### src/rtl/if_fetch_unit_if.sv
// Instruction-memory read channel between if_fetch_unit (master) and the
// instruction memory (slave): one request/address, one ready/data return.
interface if_fetch_unit_if;
  logic        imem_req;
  logic [31:0] imem_addr;
  logic [31:0] imem_data;
  logic        imem_ready;

  modport master (
    output imem_req,
    output imem_addr,
    input  imem_data,
    input  imem_ready
  );

  modport slave (
    input  imem_req,
    input  imem_addr,
    output imem_data,
    output imem_ready
  );
endinterface

### src/rtl/if_fetch_unit.sv
// Instruction-fetch producer for the IF/ID register: PA-RISC front/back PC queue,
// imem request handshake and delayed-branch redirect. Option macro: IF_NULLIFY_EN.
module if_fetch_unit #(
  parameter logic [31:0] RESET_PC = 32'h0000_0000,
  parameter logic [31:0] NOP_INST = 32'h0800_0240
) (
  input  logic                   clk,
  input  logic                   Reset,
  input  logic                   LE,
  input  logic                   branch_taken,
  input  logic [31:0]            branch_target,
`ifdef IF_NULLIFY_EN
  input  logic                   nullify,
`endif
  if_fetch_unit_if.master        imem,
  output logic [31:0]            Inst_out,
  output logic [31:0]            PC_Front_out,
  output logic [31:0]            PC_Back_out,
  output logic                   inst_valid
);

  localparam logic [1:0] S_IDLE  = 2'd0;
  localparam logic [1:0] S_FETCH = 2'd1;
  localparam logic [1:0] S_HOLD  = 2'd2;

  logic [1:0]  state;
  logic [1:0]  state_next;
  logic [31:0] pc_front;
  logic [31:0] pc_back;
  logic [31:0] pc_back_next;
  logic [31:0] inst_buf;
  logic        pend_valid;
  logic [31:0] pend_target;
  logic [31:0] target_aligned;
  logic        advance;
  logic        capture;
  logic        unused_target_bits;

  // Instructions are word aligned; the low target bits carry no information.
  assign target_aligned     = {branch_target[31:2], 2'b00};
  assign unused_target_bits = ^branch_target[1:0];

  assign advance = (state == S_HOLD) && LE;
  assign capture = (state == S_FETCH) && imem.imem_ready;

  always_comb begin
    // NOTE: every always_comb output gets a default first so no path infers a latch.
    state_next = state;
    case (state)
      S_IDLE:  state_next = S_FETCH;
      S_FETCH: if (imem.imem_ready) state_next = S_HOLD;
      S_HOLD:  if (LE) state_next = S_FETCH;
      default: state_next = S_IDLE;
    endcase
  end

  // A branch in the advance cycle itself wins over one remembered during a stall.
  always_comb begin
    pc_back_next = pc_back + 32'd4;
    if (branch_taken) begin
      pc_back_next = target_aligned;
    end else if (pend_valid) begin
      pc_back_next = pend_target;
    end
  end

  always_ff @(posedge clk) begin
    // NOTE: sequential state uses non-blocking assignments so all registers see pre-edge values.
    if (Reset) begin
      state       <= S_IDLE;
      pc_front    <= RESET_PC;
      pc_back     <= RESET_PC + 32'd4;
      pend_valid  <= 1'b0;
      pend_target <= '0;
      // NOTE: inst_buf is reset as well, so a reset mid-fetch leaves no captured word behind.
      inst_buf    <= NOP_INST;
    end else begin
      state <= state_next;
      if (capture) begin
        inst_buf <= imem.imem_data;
      end
      if (advance) begin
        pc_front   <= pc_back;
        pc_back    <= pc_back_next;
        pend_valid <= 1'b0;
      end else if (branch_taken) begin
        pend_valid  <= 1'b1;
        pend_target <= target_aligned;
      end
    end
  end

  assign imem.imem_req  = (state == S_FETCH);
  assign imem.imem_addr = pc_front;
  assign inst_valid     = (state == S_HOLD);
  assign PC_Front_out   = pc_front;
  assign PC_Back_out    = pc_back;

  always_comb begin
    Inst_out = NOP_INST;
    if (state == S_HOLD) begin
`ifdef IF_NULLIFY_EN
      // A nullified delay slot still occupies its pipeline slot, just as a NOP.
      Inst_out = nullify ? NOP_INST : inst_buf;
`else
      Inst_out = inst_buf;
`endif
    end
  end

endmodule

### src/flat_wrapper.sv
// flat-port wrapper written by rule: the top's interface ports become plain ports
module if_fetch_unit_flat 
#(
  parameter logic [31:0] RESET_PC = 32'h0000_0000,
  parameter logic [31:0] NOP_INST = 32'h0800_0240
)
  (clk, Reset, LE, branch_taken, branch_target, Inst_out, PC_Front_out, PC_Back_out, inst_valid, imem_imem_req, imem_imem_addr, imem_imem_data, imem_imem_ready);
  if_fetch_unit_if imem_i ();
  input  logic clk;
  input  logic Reset;
  input  logic LE;
  input  logic branch_taken;
  input  logic [31:0] branch_target;
  output logic [31:0] Inst_out;
  output logic [31:0] PC_Front_out;
  output logic [31:0] PC_Back_out;
  output logic inst_valid;
  output wire logic [$bits(imem_i.imem_req)-1:0] imem_imem_req;
  output wire logic [$bits(imem_i.imem_addr)-1:0] imem_imem_addr;
  input wire logic [$bits(imem_i.imem_data)-1:0] imem_imem_data;
  input wire logic [$bits(imem_i.imem_ready)-1:0] imem_imem_ready;
  assign imem_imem_req = imem_i.imem_req;
  assign imem_imem_addr = imem_i.imem_addr;
  assign imem_i.imem_data = imem_imem_data;
  assign imem_i.imem_ready = imem_imem_ready;
  if_fetch_unit #(.RESET_PC(RESET_PC), .NOP_INST(NOP_INST)) u_core (.clk(clk), .Reset(Reset), .LE(LE), .branch_taken(branch_taken), .branch_target(branch_target), .imem(imem_i), .Inst_out(Inst_out), .PC_Front_out(PC_Front_out), .PC_Back_out(PC_Back_out), .inst_valid(inst_valid));
endmodule
### config.mk
export PLATFORM = sky130hd
export DESIGN_NAME = if_fetch_unit_flat
export DESIGN_NICKNAME = d
export VERILOG_FILES = /design/src/rtl/if_fetch_unit_if.sv /design/src/rtl/if_fetch_unit.sv /design/src/flat_wrapper.sv
export SDC_FILE = /design/constraint.sdc
export NUM_CORES = 1
export LEC_CHECK = 0
export ABC_AREA = 1
export CELL_PAD_IN_SITES_DETAIL_PLACEMENT = 0
export CELL_PAD_IN_SITES_GLOBAL_PLACEMENT = 1
export CORE_UTILIZATION = 35
export DETAILED_ROUTE_END_ITERATION = 8
export PLACE_DENSITY = 0.95
export RECOVER_POWER = 50
export SYNTH_ARGS = -nofsm -noshare
export SYNTH_HDL_FRONTEND = slang
export SYNTH_SLANG_ARGS = --single-unit
### constraint.sdc
create_clock -name clk -period 2.9 [get_ports clk]
set_input_delay 0.58 -clock clk [delete_from_list [all_inputs] [get_ports clk]]
set_output_delay 0.58 -clock clk [all_outputs]
set_load 0.01 [all_outputs]
==> flow_metrics.tcl, run 1 <==
set metrics [dict create \
    die_h_um 135 \
    htreeDepth 4 \
    synth.distinct_cells 37 \
    rsz0062_at_grt "false" \
    nFillCells 1765 \
    wl_mm 19.0 \
    grt_pass1_wl_mm 29.7 \
    areaGrowthSynthToFinish_pct 37.0 \
    overflow 0 \
    wl_per_cell_um 14.8 \
    dp_hpwl_mm 13.6 \
    numCtsBuffers 17 \
    cp.arrival_ns 2.16 \
    cts_resized 0 \
    worst_setup_path_end_kind "output port" \
    slowest_stage "clkdlybuf4s50_1" \
    synth-edff-count 0 \
    stdcell_area_um2 8500 \
    drc 0 \
    final_hold_viol_count 0 \
    multi_input_area_um2 2920 \
    fin_crit_sh_pct 94.6 \
    die-area_um2 18300 \
    crit_start "u_core.state[1]$_SDFFE_PP0P_" \
    post_cts_buffers 0 \
    fin_setup_tns_ns 0 \
    min_path_type "register to register" \
    fp.dieW_um 135 \
    reg2reg_slack_ns 0.56 \
    yosysSeqAreaShare_pct 40.3 \
    worst_slack_ns 0.157 \
    syn_area_um2 6210 \
    worstRegToRegCells 8 \
    place_worst_setup_slack_ns 0.452 \
    start_util_pct 35.9 \
    peakVddDrop_mv 0.400 \
    fin_crit_ns 2.74 \
    antenna_left 0 \
    p_leak_uw 0.00349 \
    start_kind "register" \
    synth_top_area_share_pct 40.3 \
    ys_ff_latch 125 \
    cts_buffer_depth 2 \
    finalSetupViolCount 0 \
    async_flop_share_pct 0 \
    r2r-end "u_core.PC_Front_out[30]$_SDFFE_PP0P_" \
    critical_path_peak_fanout 21 \
    clkTransAtPathRegs_ns 0.05 \
    place_congestion 0.864 \
    crit_type "register to output port" \
    regToRegStartpoint "u_core.state[1]$_SDFFE_PP0P_" \
    slowest_delay_ns 0.56 \
    synth-warning-count 0 \
    clock_skew_ns 0.00376 \
    io_buffers 190 \
    final_common_cell "nand2_1" \
    first_iter_violations 433 \
    synth_flop_cell "dfxtp_1" \
    synth.area.top_cells "dfxtp_1 40%, nand2_1 14%, a21oi_1 10%, o21ai_0 7.4%, nor2_1 5.6%" \
    final_max_slew_viol_count 0 \
    core_area_um2 17300 \
    holdBufCountCts 0 \
    final_cell_mix "230 x nand2_1, 125 x dfxtp_1, 124 x a21oi_1, 121 x clkdlybuf4s50_1, 95 x nor2_1" \
    drtPass1Iterations 5 \
    grt_pass1_vias 5530 \
    grt_antenna_before_repair 1 \
    status "completed" \
    cellPowerDensity_nw_per_um2 494 \
    cts.sinks 125 \
    placed_area_um2 8030 \
    drive_gt1_share_pct 6.23 \
    worstMarginPinSlew_ns 1.20 \
    fin_nets 1121 \
    timing.max_cap.violations 0 \
    max-slew-margin-rel_pct 19.7 \
    via_per_inst 4.85 \
    fmax_mhz 365 \
    endpoint "Inst_out[2]" \
    io_pins 199 \
    cts_tree "done" \
    synth_area_leader_cell "dfxtp_1" \
    grt_start_max_net_pins 67 \
    required_ns 2.32 \
    root_buffer "clkbuf_16" \
    crit_top_cell "inv_1" \
    syn_inst 907 \
    path_cells "inv_1 -> nor2_2 -> inv_1 -> buf_4 -> nor2_1 -> clkdlybuf4s50_1" \
    synth_area_per_cell_um2 6.85 \
    vias 6233 \
    worstSkewPairLatency_ns 0.41 \
    seq_area_um2 2500 \
    rows 48 \
    grt_use_total_pct 20.9 \
]
state kept, by name, summed over array words and instances (netlist names):
register             count
u_core.pend_valid        1
u_core.PC_Front_out     30
u_core.inst_buf         32
u_core.state             2
u_core.PC_Back_out      30
u_core.pend_target      30
stage by stage:
step | cells | hold slack [ns] | power, uW | utilization [%]
final | 1286 | 0.452 | 4200 | 49.2
after global routing | 1286 | 0.468 | 4390 | 49.2
after CTS | 1285 | 0.454 | 4260 | 49.5
after detailed placement | 1257 | 0.446 | 2340 | 46.4
after global placement | 1257 | 0.439 | 2330 | 46.4
after floorplan | 912 | 0.430 | 2130 | -
worst max-delay path, delay by kind of cell (launching register included):
kind,cells,cell delay (ns)
buffers and inverters,4,1.20
DFF,1,0.33
and+or+nand+nor,2,0.21
cell usage after synthesis, types with 3 or more instances:
library cell    n
clkbuf_1       31
nor2_8          3
o21ai_1         3
nand3_1        35
nor2_2          6
nor2_1         93
buf_2          12
a21oi_1       124
o21ai_0        92
or2_2           5
o211ai_1        6
xor2_1          4
nor2_4          4
nand2_1       229
inv_1          64
dfxtp_1       125
nand2_2         5
xnor2_1         3
buf_4          36
inv_2           3
where the power goes:
group / internal (uW) / total, uW / switching [uW] / leakage [uW]
Clock: 1210 / 1900 / 697 / 0.000261
Combinational: 202 / 456 / 254 / 0.00221
Sequential: 1800 / 1840 / 42.8 / 0.00102
logic make-up after synthesis:
group           Yosys count  share of synthesized area (%)
buf+inv                 156                           12.6
xor+xnor                  8                           1.25
compound gates          228                           18.8
other cells               1                         0.0604
fa+ha+maj                 1                          0.201
simple gates            388                           26.8
flops                   125                           40.3
routing by layer:
metal,GRT usage [%],share of wire (%)
met4,9.18,2.3
met1,28.6,45
met3,3.40,5.9
met5,0,0
met2,32.5,46
worst min-delay path by stage:
stage | to | depth (start not counted) | startpoint
3_3_place_gp | u_core.inst_buf[20]$_SDFFE_PP0P_ | 2 | u_core.inst_buf[20]$_SDFFE_PP0P_
2_1_floorplan | u_core.pend_target[21]$_SDFFE_PP0P_ | 2 | u_core.pend_target[21]$_SDFFE_PP0P_
5_1_grt | u_core.inst_buf[7]$_SDFFE_PP0P_ | 2 | u_core.inst_buf[7]$_SDFFE_PP0P_
6_report | u_core.inst_buf[24]$_SDFFE_PP0P_ | 2 | u_core.inst_buf[24]$_SDFFE_PP0P_
4_1_cts | u_core.pend_target[8]$_SDFFE_PP0P_ | 2 | u_core.pend_target[8]$_SDFFE_PP0P_
3_5_place_dp | u_core.pend_target[8]$_SDFFE_PP0P_ | 2 | u_core.pend_target[8]$_SDFFE_PP0P_
area by class of cell:
cell class | instances | share of cell area, %
Multi-Input combinational cell | 631 | 34.3
Sequential cell | 125 | 29.4
Timing Repair Buffer | 207 | 23.7
Clock buffer | 27 | 6.15
Tap cell | 225 | 3.31
Inverter | 69 | 3.06
Clock inverter | 1 | 0.0588
Antenna cell | 1 | 0.0294
Power figures use the tool's default switching activity.
==> inputs of run 2 (changes only) <==
--- a/config.mk
+++ b/config.mk
@@ -12,6 +12,7 @@
 export DETAILED_ROUTE_END_ITERATION = 8
 export PLACE_DENSITY = 0.95
 export RECOVER_POWER = 50
+export SKIP_LAST_GASP = 1
 export SYNTH_ARGS = -nofsm -noshare
 export SYNTH_HDL_FRONTEND = slang
 export SYNTH_SLANG_ARGS = --single-unit
==> results of run 2 <==
The final DEF is identical to that of run 1; final timing and power are the same.
